[src/rtl/uart_rx_drain_pkg.sv]
// Shared types and constants for the UART receive-FIFO drain controller.
package uart_rx_drain_pkg;

   typedef enum logic [1:0] {
      IDLE    = 2'b00,
      COLLECT = 2'b01,
      PRESENT = 2'b11
   } state_e;

   localparam int unsigned WORD_BYTES = 4;

   // Bit positions inside irq_stat
   localparam int unsigned PE = 0;
   localparam int unsigned FE = 1;
   localparam int unsigned OV = 2;

endpackage

[src/rtl/uart_rx_drain_ctrl_if.sv]
// Word stream from the drain controller to the APB/DMA side.
interface uart_rx_drain_ctrl_if;

   logic        m_valid;
   logic        m_ready;
   logic [31:0] m_data;
   logic [2:0]  m_bcnt;
   logic        m_err;

   modport master (
      output m_valid,
      output m_data,
      output m_bcnt,
      output m_err,
      input  m_ready
   );

   modport slave (
      input  m_valid,
      input  m_data,
      input  m_bcnt,
      input  m_err,
      output m_ready
   );

endinterface

[src/rtl/uart_rx_word_packer.sv]
// Little-endian byte-to-word packer: lane registers, byte count and error tag.
module uart_rx_word_packer
   import uart_rx_drain_pkg::*;
(
   input  logic        pclk,
   input  logic        preset,
   input  logic        load,
   input  logic        clear,
   input  logic [7:0]  rx_byte,
   input  logic        bad,
   output logic [31:0] data,
   output logic [2:0]  bcnt,
   output logic        err
);

   logic [31:0] data_q, data_d;
   logic [2:0]  bcnt_q, bcnt_d;
   logic        err_q, err_d;
   logic        full;

   assign full = (bcnt_q >= 3'(WORD_BYTES));

   always_comb begin
      data_d = data_q;
      bcnt_d = bcnt_q;
      err_d  = err_q;
      if (clear) begin
         data_d = '0;
         bcnt_d = '0;
         err_d  = 1'b0;
      end else if (load && !full) begin
         // Lane select uses the low bits only; bcnt never exceeds 4.
         data_d[{bcnt_q[1:0], 3'b000} +: 8] = rx_byte;
         bcnt_d = bcnt_q + 3'd1;
         err_d  = err_q | bad;
      end
   end

   always_ff @(posedge pclk) begin
      if (preset) begin
         data_q <= '0;
         bcnt_q <= '0;
         err_q  <= 1'b0;
      end else begin
         data_q <= data_d;
         bcnt_q <= bcnt_d;
         err_q  <= err_d;
      end
   end

   assign data = data_q;
   assign bcnt = bcnt_q;
   assign err  = err_q;

endmodule

[src/rtl/uart_rx_drain_ctrl.sv]
// Drains the UART receive FIFO into 32-bit words with timeout flush, error
// filtering/tagging and sticky interrupt status.
module uart_rx_drain_ctrl
   import uart_rx_drain_pkg::*;
#(
   parameter int unsigned TO_W      = 16,
   parameter int unsigned ERR_CNT_W = 8
) (
   input  logic                 pclk,
   input  logic                 preset,
   input  logic                 cfg_en,
   input  logic [TO_W-1:0]      cfg_timeout,
   input  logic                 cfg_err_drop,
   input  logic                 rx_ne,
   input  logic [7:0]           rx_data,
   input  logic                 rx_pe,
   input  logic                 rx_fe,
   input  logic                 rx_ov,
   output logic                 ctrl_data_rd,
   uart_rx_drain_ctrl_if.master m_if,
   output logic [2:0]           irq_stat,
   input  logic [2:0]           irq_clr,
   output logic [ERR_CNT_W-1:0] err_cnt
);

   state_e                state_q, state_d;
   logic [TO_W-1:0]       to_cnt_q, to_cnt_d;
   logic [2:0]            irq_q, irq_d;
   logic [ERR_CNT_W-1:0]  err_cnt_q, err_cnt_d;

   logic        bad, pop, keep, drop, handshake, pk_clear, timed_out;
   logic [TO_W:0] to_inc;
   logic [31:0] pk_data;
   logic [2:0]  pk_bcnt;
   logic        pk_err;

   assign bad       = rx_pe | rx_fe;
   assign pop       = cfg_en & rx_ne & ((state_q == IDLE) | (state_q == COLLECT));
   assign keep      = pop & ~(bad & cfg_err_drop);
   assign drop      = pop & bad & cfg_err_drop;
   assign handshake = (state_q == PRESENT) & m_if.m_ready;
   assign pk_clear  = ~cfg_en | handshake;

   // Compare the count including the current idle cycle, so a timeout of T
   // flushes on the (T)th consecutive idle cycle and 0 flushes on the first.
   assign to_inc    = {1'b0, to_cnt_q} + (TO_W+1)'(1);
   assign timed_out = (to_inc >= {1'b0, cfg_timeout});

   always_comb begin
      state_d  = state_q;
      to_cnt_d = to_cnt_q;
      if (!cfg_en) begin
         state_d  = IDLE;
         to_cnt_d = '0;
      end else begin
         unique case (state_q)
            IDLE: begin
               if (pop)  to_cnt_d = '0;
               if (keep) state_d  = COLLECT;
            end
            COLLECT: begin
               if (pop) begin
                  to_cnt_d = '0;
                  if (keep && (pk_bcnt == 3'(WORD_BYTES - 1))) state_d = PRESENT;
               end else begin
                  to_cnt_d = to_inc[TO_W-1:0];
                  if (timed_out) state_d = PRESENT;
               end
            end
            PRESENT: begin
               if (handshake) begin
                  state_d  = IDLE;
                  to_cnt_d = '0;
               end
            end
            default: state_d = IDLE;
         endcase
      end
   end

   always_comb begin
      // A set in the same cycle as its clear takes precedence.
      irq_d = irq_q & ~irq_clr;
      if (cfg_en) begin
         if (pop & rx_pe) irq_d[PE] = 1'b1;
         if (pop & rx_fe) irq_d[FE] = 1'b1;
         if (rx_ov)       irq_d[OV] = 1'b1;
      end
      err_cnt_d = err_cnt_q;
      if (drop && (err_cnt_q != '1)) err_cnt_d = err_cnt_q + ERR_CNT_W'(1);
   end

   always_ff @(posedge pclk) begin
      if (preset) begin
         state_q   <= IDLE;
         to_cnt_q  <= '0;
         irq_q     <= '0;
         err_cnt_q <= '0;
      end else begin
         state_q   <= state_d;
         to_cnt_q  <= to_cnt_d;
         irq_q     <= irq_d;
         err_cnt_q <= err_cnt_d;
      end
   end

   uart_rx_word_packer u_packer (
      .pclk    (pclk),
      .preset  (preset),
      .load    (keep),
      .clear   (pk_clear),
      .rx_byte (rx_data),
      .bad     (bad),
      .data    (pk_data),
      .bcnt    (pk_bcnt),
      .err     (pk_err)
   );

   assign ctrl_data_rd = pop;
   assign m_if.m_valid = (state_q == PRESENT);
   assign m_if.m_data  = pk_data;
   assign m_if.m_bcnt  = pk_bcnt;
   assign m_if.m_err   = pk_err;
   assign irq_stat     = irq_q;
   assign err_cnt      = err_cnt_q;

endmodule
[src/flat_wrapper.sv]
// flat-port wrapper written by rule: the top's interface ports become plain ports
module uart_rx_drain_ctrl_flat import uart_rx_drain_pkg::*;
#(
   parameter int unsigned TO_W      = 16,
   parameter int unsigned ERR_CNT_W = 8
)
  (pclk, preset, cfg_en, cfg_timeout, cfg_err_drop, rx_ne, rx_data, rx_pe, rx_fe, rx_ov, ctrl_data_rd, irq_stat, irq_clr, err_cnt, m_if_m_valid, m_if_m_data, m_if_m_bcnt, m_if_m_err, m_if_m_ready);
  uart_rx_drain_ctrl_if m_if_i ();
  input  logic pclk;
  input  logic preset;
  input  logic cfg_en;
  input  logic [TO_W-1:0] cfg_timeout;
  input  logic cfg_err_drop;
  input  logic rx_ne;
  input  logic [7:0] rx_data;
  input  logic rx_pe;
  input  logic rx_fe;
  input  logic rx_ov;
  output logic ctrl_data_rd;
  output logic [2:0] irq_stat;
  input  logic [2:0] irq_clr;
  output logic [ERR_CNT_W-1:0] err_cnt;
  output wire logic [$bits(m_if_i.m_valid)-1:0] m_if_m_valid;
  output wire logic [$bits(m_if_i.m_data)-1:0] m_if_m_data;
  output wire logic [$bits(m_if_i.m_bcnt)-1:0] m_if_m_bcnt;
  output wire logic [$bits(m_if_i.m_err)-1:0] m_if_m_err;
  input wire logic [$bits(m_if_i.m_ready)-1:0] m_if_m_ready;
  assign m_if_m_valid = m_if_i.m_valid;
  assign m_if_m_data = m_if_i.m_data;
  assign m_if_m_bcnt = m_if_i.m_bcnt;
  assign m_if_m_err = m_if_i.m_err;
  assign m_if_i.m_ready = m_if_m_ready;
  uart_rx_drain_ctrl #(.TO_W(TO_W), .ERR_CNT_W(ERR_CNT_W)) u_core (.pclk(pclk), .preset(preset), .cfg_en(cfg_en), .cfg_timeout(cfg_timeout), .cfg_err_drop(cfg_err_drop), .rx_ne(rx_ne), .rx_data(rx_data), .rx_pe(rx_pe), .rx_fe(rx_fe), .rx_ov(rx_ov), .ctrl_data_rd(ctrl_data_rd), .m_if(m_if_i), .irq_stat(irq_stat), .irq_clr(irq_clr), .err_cnt(err_cnt));
endmodule
[config.mk]
export PLATFORM = sky130hd
export DESIGN_NAME = uart_rx_drain_ctrl_flat
export DESIGN_NICKNAME = d
export VERILOG_FILES = /design/src/rtl/uart_rx_drain_pkg.sv /design/src/rtl/uart_rx_drain_ctrl_if.sv /design/src/rtl/uart_rx_word_packer.sv /design/src/rtl/uart_rx_drain_ctrl.sv /design/src/flat_wrapper.sv
export SDC_FILE = /design/constraint.sdc
export NUM_CORES = 1
export LEC_CHECK = 0
export CAP_MARGIN = 20
export CORE_ASPECT_RATIO = 0.6
export CORE_UTILIZATION = 50
export CTS_CLUSTER_DIAMETER = 100
export DETAILED_ROUTE_END_ITERATION = 6
export GPL_ROUTABILITY_DRIVEN = 0
export HOLD_SLACK_MARGIN = 0.12
export PLACE_DENSITY = 0.81
export SYNTH_ARGS = -nofsm -noshare
export SYNTH_HDL_FRONTEND = slang
export SYNTH_SLANG_ARGS = --single-unit
[constraint.sdc]
create_clock -name pclk -period 3.5 [get_ports pclk]
set_clock_uncertainty 0.1 [all_clocks]
set_input_delay 0.7 -clock pclk [delete_from_list [all_inputs] [get_ports pclk]]
set_output_delay 0.7 -clock pclk [all_outputs]
set_load 0.005 [all_outputs]
* After elaboration in Yosys (flattened, before gate mapping)
Index checks and enable logic that the tools add are counted.
** Storage, ports and cells
- Memories :: 0
- Register bits :: 65
- Latch bits :: 0
- ROM bits :: 0
- RAM bits :: 0
** Cells by class
- $lt $le $gt $ge :: 2
- Divide/modulo/power cells :: 0
- Eq/ne operators :: 9
- Bitwise gates (word level) :: 17
- $add $sub $neg :: 4
- $mul :: 0
- Muxes and demuxes :: 15
- Shift operators :: 2
- Reductions and logical operators :: 10
** Operators by type and width (count)
- $mux W16 :: 3
- $pmux W16 S3 :: 1
- $bwmux W32 :: 1
- $shift A8 B7 Y32 const A :: 1
- $shiftx A8 B7 Y32 :: 1
- $add A16 B1 Y17 const B :: 1
- $ge A17 B16 Y1 :: 1
- $mux W2 :: 5
- $and A1 B1 Y1 :: 9
- $add A8 B1 Y8 const B :: 1
- $ne A8 B8 Y1 const B :: 1
- $neg A5 Y7 :: 1
- $ne A2 B1 Y1 const B :: 3
- $pmux W2 S3 :: 1
- $or A1 B1 Y1 :: 4
- $reduce_and A4 Y1 :: 1
- $reduce_or A2 Y1 :: 2
- $add A3 B1 Y3 const B :: 1
- $and A3 B3 Y3 :: 1
- $eq A3 B2 Y1 const B :: 1
- $ge A3 B3 Y1 const B :: 1
- $logic_and A1 B1 Y1 :: 3
- $mux W1 :: 3
- $mux W3 :: 1
- 10 further kinds :: 11

* Logic depth before layout (Yosys ltp)
Gate-level depths: netlist (run 1).
- Depth after elaboration :: 8
- Gate-level depth with buffers :: 11
- Depth with buffers taken out :: 11

* By module
From an unflattened synthesis (run 1), not the netlist that was laid out.
** Second synthesis, totals
- Cells, all modules :: 366
- Area total of the unflattened synthesis :: 3316.9 sq um
** By module, submodules not included
- uart_rx_drain_ctrl :: instances 1, area each 1946.9 sq um, sequential area each 580.6 sq um, cells each 241
- uart_rx_word_packer :: instances 1, area each 1370.1 sq um, sequential area each 720.7 sq um, cells each 125

* Worst setup path after synthesis (run 1)
OpenSTA, ideal clock, no wires.
- Path kind :: flip-flop to flip-flop
- Start :: register u_core.to_cnt_q[0]
- End :: register u_core.state_q[1]
- Buffers on the path :: 0
- Stages on the path, launching flop included :: 12
- Clock period less this slack :: 2.658 ns
- Setup time :: 0.133 ns
- Arrival time :: 2.426 ns
- Setup slack :: 0.842 ns
- Required time :: 3.267 ns
- Cells stage by stage :: dfxtp_1 > ha_1 > nand4_2 > nor4_4 > and3_1 > xor2_1 > ha_1 > a21oi_1 > nor2b_1 > a2111oi_0 > o31a_1 > a31oi_1
** Between the ends
- Longest elaborated chain between the ends :: 4
** Ends and longest elaborated chain
- from (decl) :: line uart_rx_drain_ctrl.sv:27 : logic [TO_W-1:0] to_cnt_q, to_cnt_d;
- from (signal assigned) :: line uart_rx_drain_ctrl.sv:101 : to_cnt_q <= to_cnt_d;
- $add A16 B1 Y17 :: line uart_rx_drain_ctrl.sv:46 : assign to_inc = {1'b0, to_cnt_q} + (TO_W+1)'(1);
- $ge A17 B16 Y1 :: line uart_rx_drain_ctrl.sv:47 : assign timed_out = (to_inc >= {1'b0, cfg_timeout});
- $ne A3 B1 Y1 (no source line)
- $reduce_and A4 Y1 (no source line)
- to (signal assigned) :: line uart_rx_drain_ctrl.sv:100 : state_q <= state_d;
- to (decl) :: line uart_rx_drain_ctrl.sv:26 : state_e state_q, state_d;
No other way between the ends.
A chain may end at the register's enable or synchronous reset.

* Final worst setup path (run 1)
Ends and elaborated chain as after synthesis.

==> results list, run 1 <==
- Post-route design area: 4700 µm²
* Clock latency of the later-clocked register in the worst-skew pair: 0.33 ns
- Number of instances in the synthesized netlist: around 430
- Unrepaired setup endpoints after global routing: false
- Startpoint-to-endpoint class of the critical path: flop to flop
* Largest net degree at the start of global routing: 37
* Worst endpoint data arrival time: 3.10 ns
- First-pass iteration count of the detailed router: 5
- The library cell used most frequently in the layout, excluding fill and tap cells, is sky130_fd_sc_hd__clkdlybuf4s50_1.
- Max incr delay on CP: 0.41 ns
- The cell sitting at the root of the clock tree is a sky130_fd_sc_hd__clkbuf_16.
* Beginning of the worst register-to-register path: u_core.to_cnt_q[0]$_SDFFE_PP0P_
* Multi-input combinational cell area: 2030 µm²
- The number of cells on the worst reg-to-reg path is 11.
- Row count: 23
- The die is 110 µm wide.
* Top cells by area in the synthesized netlist: sky130_fd_sc_hd__dfxtp_1 37%, sky130_fd_sc_hd__ha_1 8.9%, sky130_fd_sc_hd__a21oi_1 8.8%, sky130_fd_sc_hd__nand2_1 6.0%, sky130_fd_sc_hd__nand4_1 5.4%
- Portion of the clock cycle consumed by the worst path in the final layout: 85.8%
- Dividing the detail-routed via count by the number of cells gives 5.65.
- Traced cell by cell, the critical path runs through ha_1 -> nand4_2 -> nor4_4 -> and3_1 -> xor2_1 -> ha_1 -> a21oi_1 -> nor2b_1 -> a2111oi_0 -> o31a_1 -> a31oi_1.
- After synthesis, flip-flops and latches occupy 37.1% of the total area.
- For this block, the via count after detailed routing is approximately 3400.
- Post-DR wirelength/cell: 15.7 µm
* Via count of the first global-routing pass: 3046
- The first global-routing pass estimated 14800 µm of wire.
- Iteration-0 DRC Markers: 182
- Broken down by cell family, the worst path's largest delay share belongs to compound AO/OA/AOI/OAI gates.
* Fraction of synthesized cell area taken by the top area cell type: approximately 37%
* Category of the worst setup path capture point: flop
* Synthesized net count: a little under 500
- Max-cap violations in this run came to 0.
* Top cell by count, worst path: sky130_fd_sc_hd__ha_1
- Leaving out fill and tap cells, the most frequent cells in the layout are 84 x sky130_fd_sc_hd__clkdlybuf4s50_1, 65 x sky130_fd_sc_hd__dfxtp_1, 62 x sky130_fd_sc_hd__a21oi_1.
* Synth Area per Inst: 8.23 µm²
* Placed wire-length estimate after detailed placement: 6820 µm
- The die is 66.9 µm tall.
* Number of synthesized flops with an enable pin: 0
- In this run the remaining antenna-violating nets after routing total 0.
- Final max-slew violation count: 0
- Global routing used 26.9% of the available tracks across all layers.
- Register cell area after layout: 1300 µm²
* Sum of negative setup slack: 0 ns
- The number of clock buffers added by TritonCTS is 9.
- Based on the critical path, the design can be clocked at up to 333 MHz.
* Maximum level of the CTS H-tree: 3
* Startpoint kind of the worst setup timing path: flop
- Layout fillers: 526
- CTS saw 65 sinks.
- The worst hold path begins at u_core.u_packer.err$_SDFFE_PP0P_.
- The synthesized netlist occupies a cell area of 3510 µm².
- Placed cell areas: 4410 µm²
* Number of buffer and inverter instances along the worst setup path: 0
- After detailed routing, the number of remaining DRC violations is 0.
* Top cell type by total area after synthesis: sky130_fd_sc_hd__dfxtp_1
- For this design the ratio of total power to cell area is 377 nW/µm².
- Placeable Area: 6730 µm²
- Cells on Worst Hold Path: 2
- Post-synthesis async set-or-reset flop share: 0%
- Count of endpoints failing setup in the final report: 0
* Destination of the worst hold path: u_core.u_packer.err$_SDFFE_PP0P_
- Register-to-register path setup slack: roughly 0.50 ns
* TritonCTS clock tree: done
- Synthesis instantiated 49 different standard cells from the library.
* Largest fanout on the critical path: 6
- Pwr Total: 1.77 mW
- Number of hold-slack violations in the final timing report: 0
* Antenna violations before repair: 0
- VDD sags by at most 0.272 mV.
* Antenna diode count: 0
- Relative slew slack: around 44%
- Initial core utilization: 52.1%
- Tracing the worst setup path back leads to its startpoint at u_core.to_cnt_q[0]$_SDFFE_PP0P_.
- Clk slew on worst S/H paths: roughly 0.05 ns
- Post_cts resized: 0
- Data required time of the critical path: ~3.6 ns
- The run finished with clean final reports.
- Min Tclk post-route: about 3 ns
* Final WL: approximately 9400 µm
- Global routing finished with a remaining overflow of 0.
- Number of warnings reported in the yosys synthesis log: 0
- 85 I/O pins were placed.
- The net count of the finished layout is 568.
- The longest clock path from root to sink contains 2 buffers.
- Leakage: 1.75 nW
* Synthesis-stage register bit count: 65
- For this design, the slowest cell found on the critical path is sky130_fd_sc_hd__dfxtp_1.
- Synthesis-to-finish area growth: 34.0%
- Reg-to-reg endpoint: u_core.state_q[1]$_SDFFE_PP0P_
* Hold buffers post-CTS: 0
- Port buffering added between 80 and 90 buffers.
- Fraction of final layout cells with drive strength greater than 1: 6.25%
- The die covers 7360 µm².
- Among all flip-flop cells after synthesis, the most frequent one is sky130_fd_sc_hd__dfxtp_1.
- WHS: 0.348 ns
- At the pin with the least slew margin, the transition time is between 0.8 and 0.9 ns.
- Post-CTS setup buffer count: 0
- The tightest min-delay check is of the flop to flop type.
-- metrics by stage --
| stage | setup WS (ns) | utilization (%) | instances |
|---|---|---|---|
| 2_1_floorplan | 0.842 | - | 426 |
| 3_3_place_gp | 0.686 | 65.5 | 583 |
| 3_5_place_dp | 0.515 | 65.5 | 583 |
| 4_1_cts | 0.506 | 69.8 | 599 |
| 5_1_grt | 0.288 | 69.8 | 599 |
| 6_report | 0.498 | 69.8 | 599 |
-- worst min-delay path, cell delays in order, from the launching register on --
cell	delay [ns]
sky130_fd_sc_hd__dfxtp_1	0.30
sky130_fd_sc_hd__inv_1	0.05
sky130_fd_sc_hd__a21oi_1	0.05
-- logic make-up after synthesis --
| kind of cell | count (synthesis) | share of synthesized area, % |
|---|---|---|
| compound gates | 97 | 15.8 |
| buf+inv | 43 | 5.14 |
| flops | 65 | 37.1 |
| mux | 2 | 0.571 |
| xor+xnor | 20 | 4.99 |
| fa+ha+maj | 25 | 8.92 |
| simple gates | 174 | 27.4 |
-- where the power goes --
group	internal, mW	switching [mW]	total [mW]
registers	0.746	0.00444	0.750
logic	0.0675	0.0700	0.138
clock network	0.568	0.315	0.883
-- final cells by class --
cell class | count | area share (%)
multi-input combinational | 318 | 43.1
sequential | 65 | 27.7
timing repair buffer | 89 | 18.7
clock buffer | 13 | 5.32
tap | 87 | 2.32
inverter | 24 | 2.02
clock inverter | 3 | 0.852
-- sequential cells by signal, summed over array words and instances, names as in the netlist --
register,cells
u_core.u_packer.data,32
u_core.state_q,2
u_core.u_packer.bcnt,3
u_core.err_cnt,8
u_core.u_packer.err,1
u_core.irq_stat,3
u_core.to_cnt_q,16
-- routing by layer --
metal / wire length (µm) / vias to the layer above / GRT usage (%)
li1: - / 1677 / -
met1: 4540 / 1566 / 37.4
met2: 4050 / 125 / 40.1
met3: 651 / 16 / 7.34
met4: 173 / 0 / 8.88
met5: 0 / - / 0
-- worst max-delay path by stage --
stage / end / cells past startpoint
CTS: u_core.state_q[1]$_SDFFE_PP0P_ / 11
detailed placement: u_core.state_q[1]$_SDFFE_PP0P_ / 11
global placement: ctrl_data_rd / 4
finish: u_core.state_q[1]$_SDFFE_PP0P_ / 11
floorplan: u_core.state_q[1]$_SDFFE_PP0P_ / 11
global route: u_core.state_q[1]$_SDFFE_PP0P_ / 11
-- cells in the mapped netlist, types with 3 or more instances --
cell / number
sky130_fd_sc_hd__xor2_1: 9
sky130_fd_sc_hd__nand4_1: 30
sky130_fd_sc_hd__dfxtp_1: 65
sky130_fd_sc_hd__nor2b_1: 5
sky130_fd_sc_hd__inv_1: 23
sky130_fd_sc_hd__o21ai_0: 14
sky130_fd_sc_hd__nor2_1: 25
sky130_fd_sc_hd__clkbuf_1: 12
sky130_fd_sc_hd__xnor2_1: 11
sky130_fd_sc_hd__a21oi_1: 62
sky130_fd_sc_hd__a21o_1: 6
sky130_fd_sc_hd__nor3b_1: 3
sky130_fd_sc_hd__ha_1: 25
sky130_fd_sc_hd__nand3_1: 16
sky130_fd_sc_hd__nand3b_1: 3
sky130_fd_sc_hd__buf_2: 5
sky130_fd_sc_hd__or3_1: 8
sky130_fd_sc_hd__nor3_1: 6
sky130_fd_sc_hd__and3_1: 3
sky130_fd_sc_hd__nand2_1: 56
(Power assumes the default switching activity.)
==> inputs of run 2 (changes only) <==
--- a/config.mk
+++ b/config.mk
@@ -11,7 +11,7 @@
 export CTS_CLUSTER_DIAMETER = 100
 export DETAILED_ROUTE_END_ITERATION = 6
 export GPL_ROUTABILITY_DRIVEN = 0
-export HOLD_SLACK_MARGIN = 0.12
+export HOLD_SLACK_MARGIN = 0.05
 export PLACE_DENSITY = 0.81
 export SYNTH_ARGS = -nofsm -noshare
 export SYNTH_HDL_FRONTEND = slang
==> results of run 2 <==
No change in the layout: final DEF, timing and power equal those of run 1.
==> inputs of run 3 (changes only) <==
--- a/config.mk
+++ b/config.mk
@@ -11,6 +11,7 @@
 export CTS_CLUSTER_DIAMETER = 100
 export DETAILED_ROUTE_END_ITERATION = 6
 export GPL_ROUTABILITY_DRIVEN = 0
+export GPL_TIMING_DRIVEN = 0
 export HOLD_SLACK_MARGIN = 0.05
 export PLACE_DENSITY = 0.81
 export SYNTH_ARGS = -nofsm -noshare
==> results list, run 3 (same netlist as run 1, synthesis figures left out) <==
- Timing would allow up to 312 MHz.
* Cell Pwr Density: 374 nW/µm²
- The library cell used most frequently in the layout, excluding fill and tap cells, is sky130_fd_sc_hd__clkdlybuf4s50_1.
- In this run the core area contains 23 standard-cell rows.
* Clk buf depth: 2
- Largest net degree at the start of global routing: 12
- Die Ht: 66.9 µm
- After global routing the overflow that remains totals 0.
* Nets@finish: 582
- Once detailed placement completed, the half-perimeter wirelength came to 7490 µm.
* Iteration-0 DRC Markers: 223
- From left edge to right edge, the die measures between 100 and 150 µm.
- Via count of the first global-routing pass: 3171
- Largest fanout on the critical path: 6
* Post_cts resized: 0
* Share of total power in the clock network: 50.0%
- Unrepaired setup endpoints after global routing: false
- Total die area: roughly 7400 µm²
- Post-DR wirelength/cell: 16.0 µm
- The detail route stage leaves a number of antenna-violating nets equal to 0.
- Clock-pin slew was measured on the worst setup and hold paths at 0.05 ns.
* Critical path, cell by cell: ha_1 -> nand4_2 -> nor4_4 -> and3_1 -> xor2_1 -> ha_1 -> nand3_1 -> nor2_1 -> a2111oi_0 -> o31a_1 -> a31oi_1
- Fraction of the core area covered by cells at the end of the flow: 70.6%
* Final WL: 9820 µm
- At the later pin of the worst-skew pair, clock insertion delay measures 0.33 ns.
* Startpoint kind of the worst setup timing path: flop
- Relative to the synthesized area, the layout overhead comes to 35.5%.
- Antenna violations before repair: 0
* Fraction of final layout cells with drive strength greater than 1: 7.03%
- STA classifies the critical path endpoint as a flop.
- Count of maximum capacitance violations: 0
- The critical path is of the flop to flop type.
- Layout fillers: 549
- The share of total power dissipated in combinational logic is a little under 8%.
- Number of DRC violations after detailed routing: 0
* Max incr delay on CP: 0.45 ns
* Num ports: 85
- In this run, CTS created clock tree buffers numbering 9.
- The run finished with clean final reports.
* Final max-slew violation count: 0
* Sum of negative setup slack: 0 ns
- The analysis attributes to cell leakage a power of between 1.5 and 2 nW.
* Average vias per placed instance: approximately 5.6
* Portion of the clock cycle consumed by the worst path in the final layout: 91.5%
* Number of hold-slack violations in the final timing report: 0
* Min Tclk post-route: 3.20 ns
- The analysis attributes to net switching a power of slightly above 0.4 mW.
- TritonCTS clock tree: done
* Maximum level of the CTS H-tree: 3
- Net switching is a little under a quarter of the power.
- Worst endpoint data arrival time: 3.29 ns
- The largest individual stage delay along the critical path comes from the cell sky130_fd_sc_hd__dfxtp_1.
- The register with the most flip-flops in the layout has 32 of them.
* First-pass GRT wire length: 15500 µm
- Hold buffers post-CTS: 0
* First-pass iteration count of the detailed router: 7
- Placeable Area: 6730 µm²
* Sequential group share of total power: 42.1%
* Total global-route track usage: 28.6%
* Leading cell types in the layout, fill and taps excluded: 84 x sky130_fd_sc_hd__clkdlybuf4s50_1, 65 x sky130_fd_sc_hd__dfxtp_1, 62 x sky130_fd_sc_hd__a21oi_1
- Setup violations remaining at the end of the flow were counted as 0.
- Clk Tree Root Cell: sky130_fd_sc_hd__clkbuf_16
- Max IR drop VDD: 0.349 mV
- Detailed routing inserted a total of roughly 3400 vias.
- Path type of the worst min-delay path: flop to flop
- Data required time of the critical path: 3.59 ns
* TritonCTS sink count: 65
* Relative slew slack: between 40% and 50%
- For this configuration, the core starts out at a cell density of 52.1%.
* Top cell by count, worst path: sky130_fd_sc_hd__ha_1
* Antenna diode count: 0
- Port Buffers: 84
* Internal power: about 1.4 mW
- In this run the post-CTS setup repair buffer count came out at 0.
- For the pin with the worst max-slew slack, the measured transition is 0.884 ns.
run 3: layer usage:
| layer | share of wire [%] | GRT usage, % | vias to the layer above |
|---|---|---|---|
| li1 | - | - | 1704 |
| met1 | 49 | 40.2 | 1588 |
| met2 | 42 | 41.2 | 126 |
| met3 | 8.3 | 10.4 | 12 |
| met4 | 0.75 | 6.58 | 0 |
| met5 | 0 | 0 | - |
run 3: worst paths after layout:
path	startpoint	end	slack, ns	depth (start not counted)
worst max-delay path	u_core.to_cnt_q[0]$_SDFFE_PP0P_	u_core.state_q[1]$_SDFFE_PP0P_	0.30	11
worst min-delay path	u_core.u_packer.data[3]$_SDFFE_PP0P_	u_core.u_packer.data[3]$_SDFFE_PP0P_	0.35	2
worst max register to register	u_core.to_cnt_q[0]$_SDFFE_PP0P_	u_core.state_q[1]$_SDFFE_PP0P_	0.30	11
worst min register to register	u_core.u_packer.data[3]$_SDFFE_PP0P_	u_core.u_packer.data[3]$_SDFFE_PP0P_	0.35	2
run 3: critical path: cells and delay by family (launching register included):
family,cells,cell delay (ns)
and+or+nand+nor,5,1.07
AOI/OAI and AO/OA,3,0.70
DFF,1,0.45
xor gates and xnor gates,1,0.17
adders and majority gates,2,0.56
run 3: stage by stage:
step	total power [mW]	cells	instance area, µm²	setup slack, ns	hold WS [ns]
floorplan	0.826	426	3510	0.842	0.342
global placement	0.900	597	4460	0.483	0.334
detailed placement	0.904	597	4460	0.332	0.347
CTS	1.79	613	4750	0.327	0.354
global route	1.84	613	4750	0.132	0.376
finish	1.78	613	4750	0.298	0.354
run 3: power by group through the flow:
stage | Clock (mW) | Sequential (mW) | Combinational, mW
3_5_place_dp | 0 | 0.766 | 0.138
5_1_grt | 0.934 | 0.750 | 0.153
4_1_cts | 0.896 | 0.750 | 0.139
2_1_floorplan | 0 | 0.765 | 0.0610
3_3_place_gp | 0 | 0.765 | 0.135
6_report | 0.889 | 0.750 | 0.141
run 3: area by class of cell:
class,count,area [µm²],share of cell area (%)
multi-input combinational,318,2030,42.6
sequential,65,1300,27.4
timing repair buffer,84,841,17.7
clock buffer,10,239,5.03
tap,87,109,2.29
inverter,24,95.1,2.00
buffer,19,85.1,1.79
clock inverter,6,57.6,1.21
